[config.mk]
export PLATFORM = sky130hd
export DESIGN_NAME = pifo_calendar_ctrl
export DESIGN_NICKNAME = d
export VERILOG_FILES = /design/src/rtl/pifo_calendar_ctrl.sv
export SDC_FILE = /design/constraint.sdc
export NUM_CORES = 1
export LEC_CHECK = 0
export CAP_MARGIN = 20
export CELL_PAD_IN_SITES_DETAIL_PLACEMENT = 0
export CELL_PAD_IN_SITES_GLOBAL_PLACEMENT = 1
export CORE_ASPECT_RATIO = 0.8
export CORE_MARGIN = 2
export CORE_UTILIZATION = 34
export DETAILED_ROUTE_END_ITERATION = 8
export GPL_TIMING_DRIVEN = 1
export PLACE_DENSITY_LB_ADDON = 0.1
export SLEW_MARGIN = 20
export SYNTH_ARGS = -nofsm -noshare
export SYNTH_HDL_FRONTEND = slang
export SYNTH_SLANG_ARGS = --single-unit
[constraint.sdc]
create_clock -name clk -period 7 [get_ports clk]
set_input_delay 1.4 -clock clk [delete_from_list [all_inputs] [get_ports clk]]
set_output_delay 1.4 -clock clk [all_outputs]
set_load 0.005 [all_outputs]
[src/rtl/pifo_calendar_ctrl.sv]
// Sequencer for a linear pifo calendar chain: arbitrates insert / pop / CPU slot writes,
// drives the shared atom control lines one cycle after acceptance and returns popped heads.
module pifo_calendar_ctrl #(
    parameter int ELEMENT_WIDTH = 32,
    parameter int DEPTH         = 16,
    parameter int IDX_WIDTH     = 4,
    parameter int CNT_WIDTH     = 5,
    parameter int STARVE_LIMIT  = 8
) (
    input  logic                     clk,
    input  logic                     rstn,
    input  logic                     in_ins_valid,
    output logic                     out_ins_ready,
    input  logic [ELEMENT_WIDTH-1:0] in_ins_data,
    input  logic                     in_pop_req,
    output logic                     out_pop_ready,
    output logic                     out_pop_valid,
    output logic [ELEMENT_WIDTH-1:0] out_pop_data,
    input  logic                     in_cpu_req,
    input  logic [IDX_WIDTH-1:0]     in_cpu_idx,
    input  logic [ELEMENT_WIDTH-1:0] in_cpu_data,
    output logic                     out_cpu_ack,
    output logic                     out_ctl_insert,
    output logic                     out_ctl_pop,
    output logic [ELEMENT_WIDTH-1:0] out_pifo_input,
    output logic [ELEMENT_WIDTH-1:0] out_cpu_data,
    output logic [DEPTH-1:0]         out_cpu_insert_vec,
    input  logic [ELEMENT_WIDTH-1:0] in_head_element,
    output logic [CNT_WIDTH-1:0]     out_count,
    output logic [15:0]              out_drop_cnt
);

    localparam int SW = $clog2(STARVE_LIMIT + 1);

    logic                     run_q, run_d;
    logic [CNT_WIDTH-1:0]     count_q, count_d;
    logic [SW-1:0]            starve_q, starve_d;
    logic [15:0]              drop_q, drop_d;
    logic                     ctl_insert_q, ctl_insert_d;
    logic                     ctl_pop_q, ctl_pop_d;
    logic [ELEMENT_WIDTH-1:0] pifo_input_q, pifo_input_d;
    logic [ELEMENT_WIDTH-1:0] cpu_data_q, cpu_data_d;
    logic [DEPTH-1:0]         cpu_vec_q, cpu_vec_d;
    logic                     cpu_ack_q, cpu_ack_d;
    logic                     pop_valid_q, pop_valid_d;
    logic [ELEMENT_WIDTH-1:0] pop_data_q, pop_data_d;

    logic cpu_block, ins_acc, pop_acc, ins_issue, cpu_acc;

    // run_q keeps both readies low while in reset and for the first edge after release
    assign cpu_block     = (starve_q == SW'(STARVE_LIMIT));
    assign out_pop_ready = run_q & (count_q != '0) & ~cpu_block;
    assign out_ins_ready = run_q & ((count_q < CNT_WIDTH'(DEPTH)) | (in_pop_req & out_pop_ready))
                           & ~cpu_block;

    assign ins_acc   = in_ins_valid & out_ins_ready;
    assign pop_acc   = in_pop_req & out_pop_ready;
    assign ins_issue = ins_acc & in_ins_data[ELEMENT_WIDTH-1];
    assign cpu_acc   = in_cpu_req & ~ins_acc & ~pop_acc;

    always_comb begin
        run_d   = 1'b1;
        count_d = count_q;
        case ({ins_issue, pop_acc})
            2'b10:   count_d = count_q + 1'b1;
            2'b01:   count_d = count_q - 1'b1;
            default: count_d = count_q;
        endcase

        starve_d = '0;
        if (in_cpu_req && !cpu_acc)
            starve_d = starve_q + 1'b1;

        drop_d = drop_q;
        if (ins_acc && !in_ins_data[ELEMENT_WIDTH-1] && drop_q != 16'hFFFF)
            drop_d = drop_q + 16'd1;

        ctl_insert_d = ins_issue;
        ctl_pop_d    = pop_acc;
        pifo_input_d = ins_issue ? in_ins_data : '0;
        cpu_ack_d    = cpu_acc;
        cpu_data_d   = cpu_acc ? in_cpu_data : '0;
        // out-of-range indices shift the strobe off the end, giving an all-zero vector
        cpu_vec_d    = cpu_acc ? (DEPTH'(1) << in_cpu_idx) : '0;

        pop_valid_d  = ctl_pop_q;
        pop_data_d   = ctl_pop_q ? in_head_element : '0;
    end

    always_ff @(posedge clk or negedge rstn) begin
        if (!rstn) begin
            run_q        <= 1'b0;
            count_q      <= '0;
            starve_q     <= '0;
            drop_q       <= '0;
            ctl_insert_q <= 1'b0;
            ctl_pop_q    <= 1'b0;
            pifo_input_q <= '0;
            cpu_data_q   <= '0;
            cpu_vec_q    <= '0;
            cpu_ack_q    <= 1'b0;
            pop_valid_q  <= 1'b0;
            pop_data_q   <= '0;
        end else begin
            run_q        <= run_d;
            count_q      <= count_d;
            starve_q     <= starve_d;
            drop_q       <= drop_d;
            ctl_insert_q <= ctl_insert_d;
            ctl_pop_q    <= ctl_pop_d;
            pifo_input_q <= pifo_input_d;
            cpu_data_q   <= cpu_data_d;
            cpu_vec_q    <= cpu_vec_d;
            cpu_ack_q    <= cpu_ack_d;
            pop_valid_q  <= pop_valid_d;
            pop_data_q   <= pop_data_d;
        end
    end

    assign out_count          = count_q;
    assign out_drop_cnt       = drop_q;
    assign out_ctl_insert     = ctl_insert_q;
    assign out_ctl_pop        = ctl_pop_q;
    assign out_pifo_input     = pifo_input_q;
    assign out_cpu_data       = cpu_data_q;
    assign out_cpu_insert_vec = cpu_vec_q;
    assign out_cpu_ack        = cpu_ack_q;
    assign out_pop_valid      = pop_valid_q;
    assign out_pop_data       = pop_data_q;

endmodule

# Word level (Yosys, flattened, before mapping)
# Cells that the tools add are included.
totals:
  register_bits: 142
  inputBits: 105
  output_inout_bits: 139
  word_cells: 48
op_classes:
  addsub: 4
  magnitude_cmp: 1
  eq_ne: 4
  shift: 1
  mux: 6
  bitwise: 13
  n_reduce_logical: 7
ops:
  columns: ["op", "count"]
  rows:
  - ["2-to-1 mux 32 bit", 3]
  - ["adder 16 x 1 -> 16 bit (second input constant)", 1]
  - ["2-to-1 mux 16 bit", 1]
  - ["inequality test 16 bit (second input constant)", 1]
  - ["left shift 1 x 4 -> 16 bit (first input constant)", 1]
  - ["case mux 5 bit (2 select lines)", 1]
  - ["AND 1 bit", 9]
  - ["adder 5 x 1 -> 5 bit (second input constant)", 1]
  - ["< comparator 5 bit (second input constant)", 1]
  - ["nonzero test 5 bit", 1]
  - ["subtractor 5 x 1 -> 5 bit (second input constant)", 1]
  - ["adder 4 x 1 -> 4 bit (second input constant)", 1]
  - ["equality test 4 bit (second input constant)", 1]
  - ["2-to-1 mux 4 bit", 1]
  - ["logical AND 1 bit", 3]
  - ["inverter 1 bit", 3]
  - ["equality test 2 x 1 -> 1 bit (second input constant)", 1]
  - ["equality test 2 bit (second input constant)", 1]
  - ["zero test 1 bit", 2]
  - ["nonzero test 2 bit", 1]
  - ["bitwise OR 1 bit", 1]

# Depth between registers and ports, before layout
logic_depth:
  depth_word: 14
  mapped_depth: 16
  depth_no_buf: 15

# Worst setup path after synthesis
# OpenSTA, ideal clock, no wires.
synth_timing:
  kind: "input port to flip-flop"
  from: "input in_pop_req"
  to: "register count_q[4] (netlist: out_count[4])"
  setup_ns: 0.125
  t_arrival_ns: 3.647
  required_time_ns: 6.875
  path_slack_ns: 3.228
  stages: 12
  n_path_buf: 1
  path_cell_list: "inv_1 a21oi_1 and3_1 clkbuf_1 inv_1 ha_1 ha_1 nor2b_1 o21ai_0 a21oi_1 or3b_2 xnor2_1"
synth_via:
  elab_chain_len: 8
  word_cells_on_any_way: 10
  classes_between: "eq/ne (2); mux (1); bitwise (6); reduce/logical (1)"
synth_lines:
  columns: ["element", "line_no", "source"]
  rows:
  - ["from (decl)", "15", "input logic in_pop_req,"]
  - ["AND 1 bit *", "53", "assign out_ins_ready = run_q & ((count_q < CNT_WIDTH'(DEPTH)) | (in_pop_req & out_pop_ready))"]
  - ["bitwise OR 1 bit *", "53", null]
  - ["AND 1 bit *", "53", null]
  - ["AND 1 bit *", "54", "& ~cpu_block;"]
  - ["net out_ins_ready", "13", "output logic out_ins_ready,"]
  - ["AND 1 bit *", "56", "assign ins_acc = in_ins_valid & out_ins_ready;"]
  - ["AND 1 bit *", "58", "assign ins_issue = ins_acc & in_ins_data[ELEMENT_WIDTH-1];"]
  - ["net ctl_insert_d", "39", "logic ctl_insert_q, ctl_insert_d;"]
  - ["equality test 2 x 1 -> 1 bit or equality test 2 bit (tied branches)", "64", "case ({ins_issue, pop_acc})"]
  - ["case mux 5 bit (2 select lines) or nonzero test 2 bit (tied branches)", null, null]
  - ["to (signal assigned)", "106", "count_q <= count_d;"]
  - ["to (decl)", "36", "logic [CNT_WIDTH-1:0] count_q, count_d;"]
# Mark *: on every way through the listed nets, which the timed path passes. The rest lies on a longest branch.
# A chain may end at the register's enable or synchronous reset.

# Final worst setup path
layout_timing:
  from: "input in_pop_req"
  to: "register count_q[4] (netlist: out_count[4])"
layout_via:
  elab_chain_len: 8
  word_cells_on_any_way: 10
  classes_between: "eq/ne (2); mux (1); bitwise (6); reduce/logical (1)"
layout_lines:
  columns: ["element", "line_no"]
  rows:
  - ["AND 1 bit *", "53, 57"]
  - ["bitwise OR 1 bit", "53"]
  - ["AND 1 bit", "53"]
  - ["AND 1 bit", "54"]
  - ["AND 1 bit", "56"]
  - ["AND 1 bit", "58"]
  - ["equality test 2 x 1 -> 1 bit or equality test 2 bit (tied branches)", "64"]
  - ["case mux 5 bit (2 select lines) or nonzero test 2 bit (tied branches)", null]
# Mark *: on every way between the ends. The rest lies on a longest branch, timed or not.

==> flow_metrics.py <==
metrics = {
    "clock_tree": {
        "cts-root-buf": "clkbuf_16",
        "clkTransAtPathRegs_ps": 50,
        "cts_made_buffers": 17,
        "cts_resized": 0,
        "h-tree-depth": 4,
        "clock_latency_ps": 410,
        "hold_buffers": 0,
        "cts_num_sinks": 142,
        "post_cts_buffers": 0,
        "cts_buffer_depth": 2,
        "cts_tree": "done",
    },
    "sta": {
        "finalCriticalPeriod_ps": 4474,
        "setup_viol": 0,
        "finalClockSkew_ps": 6.017,
        "setup-tns-final_ps": 0,
        "slew_headroom_pct": 39.65,
        "finalCritPeriodShare_pct": 63.92,
        "hold_viol": 0,
        "worst_pin_slew_ps": 905.3,
        "maxSlewViolCount": 0,
        "layout_setup_ws_ps": 2526,
        "rsz0062_at_grt": "false",
        "fmax_mhz": 223.5,
    },
    "routing": {
        "vias_per_cell": 4.456,
        "wl_per_cell_um": 16.21,
        "drc": 0,
        "wirelength_mm": 13.49,
        "firstDrtPassIters": 4,
        "vias": 3707,
        "ant_nets": 0,
        "drt_iter0_drc": 132,
    },
    "yosys": {
        "yosys_warnings": 0,
        "synth_seq_area_share_pct": 68.90,
        "ys_top_cells_by_count": "dfrtp_1, and2_1, and3_1",
        "synth_edf_count": 0,
        "synthCells": 382,
        "syn_avg_cell_area_um2": 13.50,
        "synth_top_cell_area_share_pct": 68.90,
        "yosys-top-cells-area": "dfrtp_1, and2_1, and3_1",
        "ys_ff_latch": 142,
        "syn-num-nets": 495,
        "synth_cell_types": 38,
        "syn_area_um2": 5157,
        "synth_top_area_cell": "dfrtp_1",
        "synth_flop_cell": "dfrtp_1",
        "synthArstFlopShare_pct": 100.0,
        "synth_most_common_cell": "dfrtp_1",
    },
    "placement": {
        "gp_congestion": 0.7770,
        "hpwl_mm": 9.724,
        "pre_cts_ws_ps": 2077,
        "port_buffers": 243,
    },
    "floorplan": {
        "fp.dieArea_um2": 16180,
        "die_w_um": 141.7,
        "io_pins": 244,
        "fp.dieH_um": 114.2,
        "rows": 40,
        "core_um2": 14910,
        "start_util_pct": 34.58,
    },
    "finish": {
        "antenna_cells": 0,
        "n_fill_cell": 1264,
        "drive_above_1_share_pct": 7.932,
        "area_growth_pct": 61.77,
        "postLayoutCoreUtil_pct": 55.94,
        "finalNetCount": 744,
    },
    "grt": {
        "grt-ovfl-total": 0,
        "grt_pass1_vias": 3765,
        "grt_antenna_before_repair": 0,
        "track_usage_pct": 17.19,
        "grt_max_degree": 75,
        "grt_pass1_wl_mm": 20.92,
    },
    "worst_setup_path": {
        "cp.required_ps": 7290,
        "r2r-start": "starve_q[0]",
        "endpoint_kind": "register",
        "critPathMaxStageDelay_ps": 790,
        "timing.rr.end": "out_count[4]",
        "cp.arrival_ps": 4770,
        "slowest_stage": "and3_1",
        "rrSetupSlack_ps": 3250,
        "crit_type": "input pin to register",
        "crit_fanout": 33,
        "cp-start-kind": "input pin",
        "worstRegToRegCells": 14,
        "critPathTopFamily": "simple AND/OR/NAND/NOR gates",
        "cp_num_buf_inv": 3,
        "path_cells": "clkdlybuf4s50_1 > inv_1 > a21oi_1 > and3_1 > inv_1 > ha_1 > ha_1 > nor2b_1 > o21ai_0 > a21oi_1 > or3b_2 > xnor2_1",
    },
    "flow_run": {
        "drv_cap": 0,
    },
    "status": {
        "status": "complete, no violations",
    },
    "hold_path": {
        "hp-start": "starve_q[0]",
        "whs_endpoint": "starve_q[0]",
        "hold_depth": 1,
        "hold_path_class": "register to register",
    },
    "power_and_ir_drop": {
        "ir_drop_mv": 0.2034,
        "total_power_mw": 2.220,
        "leakage_nw": 3.810,
        "power_density_nw_per_um2": 266.1,
    },
}
[final cells by class]
type | count | area, um2 | share of cell area (%)
clock inverter | 10 | 137.6 | 1.650
sequential | 142 | 3553 | 42.59
tap | 189 | 236.5 | 2.834
clock buffer | 21 | 460.4 | 5.519
inverter | 9 | 33.78 | 0.4049
timing repair buffer | 245 | 2449 | 29.35
multi-input combinational | 216 | 1473 | 17.65
[metrics by stage]
step | instance area [um2] | cells | hold slack, ps
after floorplan | 5157 | 382 | 451.2
after global placement | 7744 | 801 | 471.2
after detailed placement | 7744 | 801 | 481.9
after CTS | 8342 | 832 | 489.0
after global routing | 8343 | 832 | 537.9
final | 8343 | 832 | 484.7
[kinds of logic after synthesis]
group	share of synthesized area, %
adders and majority gates	2.086
other	0.07271
muxes	0.6307
AOI/OAI and AO/OA	1.407
xor gates and xnor gates	3.227
and+or+nand+nor	21.11
DFF	68.90
buffers and inverters	2.571
[worst max path at each step]
stage,to,from,slack (ps),depth (start not counted)
final,out_count[4],in_pop_req,2530,12
after global routing,out_count[4],in_pop_req,2180,12
after CTS,out_count[4],in_pop_req,2490,12
after detailed placement,out_count[4],in_pop_req,2080,12
after global placement,out_count[4],in_pop_req,2180,12
after floorplan,out_count[4],in_pop_req,3230,12
[sequential cells by signal, indices dropped and copies added (netlist names)]
name / flops
starve_q: 4
out_ctl_insert: 1
out_cpu_ack: 1
out_pop_data: 32
run_q: 1
out_cpu_insert_vec: 16
out_drop_cnt: 16
out_pop_valid: 1
out_count: 5
out_ctl_pop: 1
out_pifo_input: 32
out_cpu_data: 32
[power by group]
group	internal (mW)	switching, mW
combinational	0.230	0.143
sequential	0.886	0.0551
clock	0.577	0.329
[placed cells by master (no fill, tap or decap), types with 2 or more instances in the layout]
cell / instances
a21oi_1: 5
and2_1: 64
and3_1: 34
and3_2: 3
buf_4: 2
bufinv_16: 3
clkbuf_1: 2
clkbuf_16: 17
clkbuf_8: 2
clkdlybuf4s50_1: 242
clkinv_2: 3
clkinvlp_4: 2
dfrtp_1: 142
ha_1: 7
inv_1: 9
nand2_1: 14
nand2b_1: 3
nand3_1: 7
nand4_1: 6
nand4b_4: 2
nor2_1: 22
nor2b_1: 2
nor3_1: 4
nor3_2: 3
nor4_2: 3
o21ai_0: 3
xnor2_1: 14
xor2_1: 5
[per-layer routing]
metal  global-route usage (%)  vias to the layer above  share of wire, %
met2                    28.32                      136                50
met1                    20.61                     1812                40
li1                         -                     1742                 -
met4                    5.533                        0               1.4
met3                    7.194                       17               8.1
met5                        0                        -                 0
Note: power is estimated with default switching activity, not from simulation.
==> patch 1 (config.mk and constraints unchanged) <==
Make the reset (`rstn`) synchronous in one clocked block.
--- a/src/rtl/pifo_calendar_ctrl.sv
+++ b/src/rtl/pifo_calendar_ctrl.sv
@@ -87,7 +87,7 @@
         pop_data_d   = ctl_pop_q ? in_head_element : '0;
     end
 
-    always_ff @(posedge clk or negedge rstn) begin
+    always_ff @(posedge clk) begin
         if (!rstn) begin
             run_q        <= 1'b0;
             count_q      <= '0;
Behaviour: differs if rstn is asserted again (counterexample within 4 cycles, from zero or initial values and one cycle with rstn low); with rstn held inactive, the same outputs for 10 cycles.
==> patch 1 against the unedited design <==
  * Synthesized area decreased by 11%
  * Setup slack improved by 360 ps
  * Wire length is 10% lower
  * Non-clock buffer count shrank 1
  * Die area is 11% lower
  * Synthesized cell count up 10%
  * Sequential cell count stayed put
  * Largest cell class unchanged
  * Design area fell by 6.6%
Power is not compared: it rests on default switching activity, and its combinational part moved more than twofold at a synthesized area within 25%.
==> patch 1: results (changes against the unedited design) <==
- The placer's final routability congestion estimate is 0.7880 (was 0.7770).
- The cell total after placement is 821 (was 801).
- The maximum number of pins on one net before global-route repair is 39 (was 75).
- The area used by multi-input combinational logic is 0.001607 mm^2 (was 0.001473 mm^2).
- The delay of the slowest cell on the worst path is 460 ps (was 790 ps).
- The number of multi-input combinational cells came to 249 (was 216).
- Largest cells by area after synthesis: dfxtp_1 62%, and2_1 10%, and3_1 5.0% (was dfrtp_1 69%, and2_1 7.8%, and3_1 4.1%).
- The maximum fanout encountered on the critical timing path is 4 (was 33).
- The family with the most delay on the worst path is buffers and inverters (was simple AND/OR/NAND/NOR gates).
- The largest clock skew in the final design is 4.743 ps (was 6.017 ps).
- The detailed router's first-iteration violation count was 128 (was 132).
- The final cell count without fillers is 852 (was 832).
- The via count of the first global-routing pass is 3641 (was 3765).
- The sequential share of the synthesized area is 61.86% (was 68.90%).
- The worst-case setup slack after placement is 2839 ps (was 2077 ps).
- Most frequent cells after synthesis: 142 x dfxtp_1, 74 x and2_1, 37 x and3_1, 17 x nand2_1, 14 x clkbuf_1 (was 142 x dfrtp_1, 64 x and2_1, 34 x and3_1, 22 x nor2_1).
- VDD sags by at most 0.1756 mV.
- The post-detailed-route wirelength per cell is 14.19 um (was 16.21 um).
- The buffer share of cell area is 31.33% (was 29.35%).
- The count of filler cells inserted in the layout is 1126 (was 1264).
- The relative max-transition margin is 34.31% (was 39.65%).
- The critical path's slowest cell was clkdlybuf4s50_1 (was and3_1).
- The final instance area was 0.007789 mm^2 (was 0.008343 mm^2).
- The total placed instance area came to 0.007149 mm^2 (was 0.007744 mm^2).
- The portion of the layout cell area used by clock cells is 8.209% (was 7.169%).
- The number of library cell types mapped by synthesis is 41 (was 38).
- The first-pass GRT wire length is 18.87 mm (was 20.92 mm).
- Run status: finished clean (unchanged).
- The mean number of vias per cell is 4.419 (was 4.456).
- The all-layer global routing usage is 17.04% (was 17.19%).
- The arrival time reported for the critical path endpoint is 2710 ps (was 4770 ps).
- The number of nets produced by synthesis is 535 (was 495).
- The cell count after synthesis is 422 (was 382).
- The share of flip-flops with an asynchronous set or reset after synthesis is 0% (was 100.0%).
- The number of non-clock buffers was 244 (was 245).
- The final-stage net count was 778 (was 744).
- The non-clock inverter instance count of the final layout is 11 (was 9).
- The share of final-layout standard cells stronger than drive strength 1 is 5.613% (was 7.932%).
- The half-perimeter wire length after detailed placement is 8.894 mm (was 9.724 mm).
- The flip-flop and latch area came to 0.002843 mm^2 (was 0.003553 mm^2).
patch 1: routing by layer:
layer,share of wire (%),wire length [um],GRT usage [%],vias up
met5,0,0,0,-
met4,1.8,221,7.599,0
met3,10,1209,7.314,16
met2,48,5803,27.40,165
met1,40,4858,19.92,1688
li1,-,-,-,1896
patch 1: final timing paths:
path	to	slack, ps	depth (start not counted)	start
setup / recovery	out_ins_ready	2890	4	in_pop_req
hold / removal	starve_q[0]	470	1	starve_q[0]
setup reg to reg	out_count[4]	3930	14	starve_q[0]
hold reg to reg	starve_q[0]	470	1	starve_q[0]
patch 1: logic make-up after synthesis:
group / count (synthesis) / share of synthesized area (%)
compound gates: 27 / 3.948
xor+xnor: 10 / 1.906
fa+ha+maj: 8 / 2.341
buf+inv: 31 / 3.185
flops: 142 / 61.86
mux: 4 / 0.8713
simple gates: 200 / 25.89
==> patch 2 (same flow settings) <==
Made on the original files. Set the parameter `DEPTH` to 32 (it was 16).
--- a/src/rtl/pifo_calendar_ctrl.sv
+++ b/src/rtl/pifo_calendar_ctrl.sv
@@ -2,7 +2,7 @@
 // drives the shared atom control lines one cycle after acceptance and returns popped heads.
 module pifo_calendar_ctrl #(
     parameter int ELEMENT_WIDTH = 32,
-    parameter int DEPTH         = 16,
+    parameter int DEPTH         = 32,
     parameter int IDX_WIDTH     = 4,
     parameter int CNT_WIDTH     = 5,
     parameter int STARVE_LIMIT  = 8
Interface: changed (resized out_cpu_insert_vec); port bits go from 244 to 260. No check against the original RTL was run, so the function may have changed too.
==> patch 2 against the unedited design <==
  * Count of clock-buffer cells in the layout grew 6
  * Design area hardly changed
  * Die area is 1.4% higher
  * Wire length is 2.3% lower
  * Maximum frequency is 9.0% higher
  * Non-clock buffer count unchanged
  * Synthesized area up 1.4%
  * Clock skew is 0.59 ps lower
  * Setup slack gained 370 ps
  * Sequential cell count did not move
  * Critical endpoint is now out_ins_ready
  * Largest cell class unchanged
  * Highest routed layer unchanged
Power is not compared: it rests on default switching activity, and its combinational part moved more than twofold at a synthesized area within 25%.
==> patch 2: results (changes against the unedited design) <==
- The family with the most delay on the worst path is buffers and inverters (was simple AND/OR/NAND/NOR gates).
- The count of instances resized after the clock tree is built was 0 (unchanged).
- The multi-input gate share of the layout cell area is 17.91% (was 17.65%).
- The largest clock skew in the final design is 5.427 ps (was 6.017 ps).
- Run status: finished clean (unchanged).
- The number of library cell types mapped by synthesis came to 41 (was 38).
- The cell total after placement is 820 (was 801).
- The half-perimeter wire length after detailed placement was 9.586 mm (was 9.724 mm).
- The maximum fanout encountered on the critical timing path came to 2 (was 33).
- The share of final-layout standard cells stronger than drive strength 1 is 6.949% (was 7.932%).
- Most frequent cells after synthesis: 142 x dfrtp_1, 96 x and2_1, 22 x nor2_1, 16 x buf_4, 16 x nand2_1 (was 142 x dfrtp_1, 64 x and2_1, 34 x and3_1, 22 x nor2_1).
- The sequential share of the synthesized area came to 67.94% (was 68.90%).
- The worst-case setup slack after placement is 2561 ps (was 2077 ps).
- The critical path's slowest cell is clkdlybuf4s50_1 (was and3_1).
- The arrival time reported for the critical path endpoint is 2710 ps (was 4770 ps).
- The final cell count without fillers was 851 (was 832).
- The delay of the slowest cell on the worst path is 520 ps (was 790 ps).
- The via count of the first global-routing pass is 3771 (was 3765).
- The first-pass GRT wire length came to 20.25 mm (was 20.92 mm).
- The count of filler cells inserted in the layout came to 1277 (was 1264).
- The clock-pin slew on the worst setup and hold paths is 50 ps (about the same).
- The final-stage net count is 763 (was 744).
- The placer's final routability congestion estimate is 0.7772 (was 0.7770).
- The number of non-clock buffers is 245 (unchanged).
- The mean number of vias per cell is 4.317 (was 4.456).
- The relative max-transition margin is 42.30% (was 39.65%).
- The detailed router's first-iteration violation count is 176 (was 132).
- Largest cells by area after synthesis: dfrtp_1 68%, and2_1 11%, buf_4 2.3% (was dfrtp_1 69%, and2_1 7.8%, and3_1 4.1%).
- The clock share of power is roughly 48%.
- The all-layer global routing usage was 16.61% (was 17.19%).
- The number of multi-input combinational cells was 235 (was 216).
- The H-tree depth is 4 (unchanged).
- The buffer share of cell area is 29.32% (was 29.35%).
- The maximum number of pins on one net before global-route repair is 75 (unchanged).
- The average cell area after synthesis is 13.08 um^2 (was 13.50 um^2).
- The clock latency of the later-clocked register in the worst-skew pair is about 420 ps.
- The clock tree buffer count of the final layout is 27 (was 21).
- The portion of the layout cell area used by clock cells was 6.982% (was 7.169%).
patch 2: layer usage:
metal  wire length [um]  GRT usage, %  vias up
li1                   -             -     1730
met5                  0             0        -
met2               6282         25.48      150
met3               1480         9.288       13
met4                171         6.007        0
met1               5244         19.76     1781
patch 2: worst paths after layout:
| check | startpoint | endpoint | slack, ps | cells after the start |
|---|---|---|---|---|
| max in group asynchronous | rstn | out_pifo_input[11] | 4650 | 2 |
| worst min-delay path | starve_q[0] | starve_q[0] | 490 | 1 |
| worst min register to register | starve_q[0] | starve_q[0] | 490 | 1 |
| worst max-delay path | in_pop_req | out_ins_ready | 2890 | 4 |
| min in group asynchronous | rstn | out_pop_data[21] | 970 | 1 |
| worst max register to register | out_count[4] | out_count[4] | 3600 | 12 |
patch 2: cells by family (layout without fill, tap and decap cells):
| kind of cell | count (synthesis) | count (layout) | synth area share (%) |
|---|---|---|---|
| xor gates and xnor gates | 18 | 18 | 3.014 |
| muxes | 2 | 2 | 0.4306 |
| DFF | 142 | 142 | 67.94 |
| and+or+nand+nor | 176 | 176 | 19.83 |
| buffers and inverters | 38 | 285 | 4.545 |
| adders and majority gates | 8 | 8 | 2.057 |
| AOI/OAI and AO/OA | 14 | 14 | 2.033 |
| other | 2 | 17 | 0.1436 |
patch 2: metrics by stage:
stage	util, %	total power, uW	cell area, um^2
2_1_floorplan	-	875.3	5286
3_3_place_gp	51.73	968.6	7767
3_5_place_dp	51.73	969.5	7767
4_1_cts	55.62	1858	8351
5_1_grt	55.62	1906	8351
6_report	55.62	1828	8351
patch 2: worst reg2reg max path, cell delays in order, from the launching register on:
cell	delay [ps]
dfrtp_1	400
or4_4	580
o211a_4	290
and3_4	280
inv_1	80
ha_1	220
inv_1	100
fa_1	410
nor2b_1	120
o21ai_0	110
nand3_1	100
or3b_2	450
xnor2_1	130
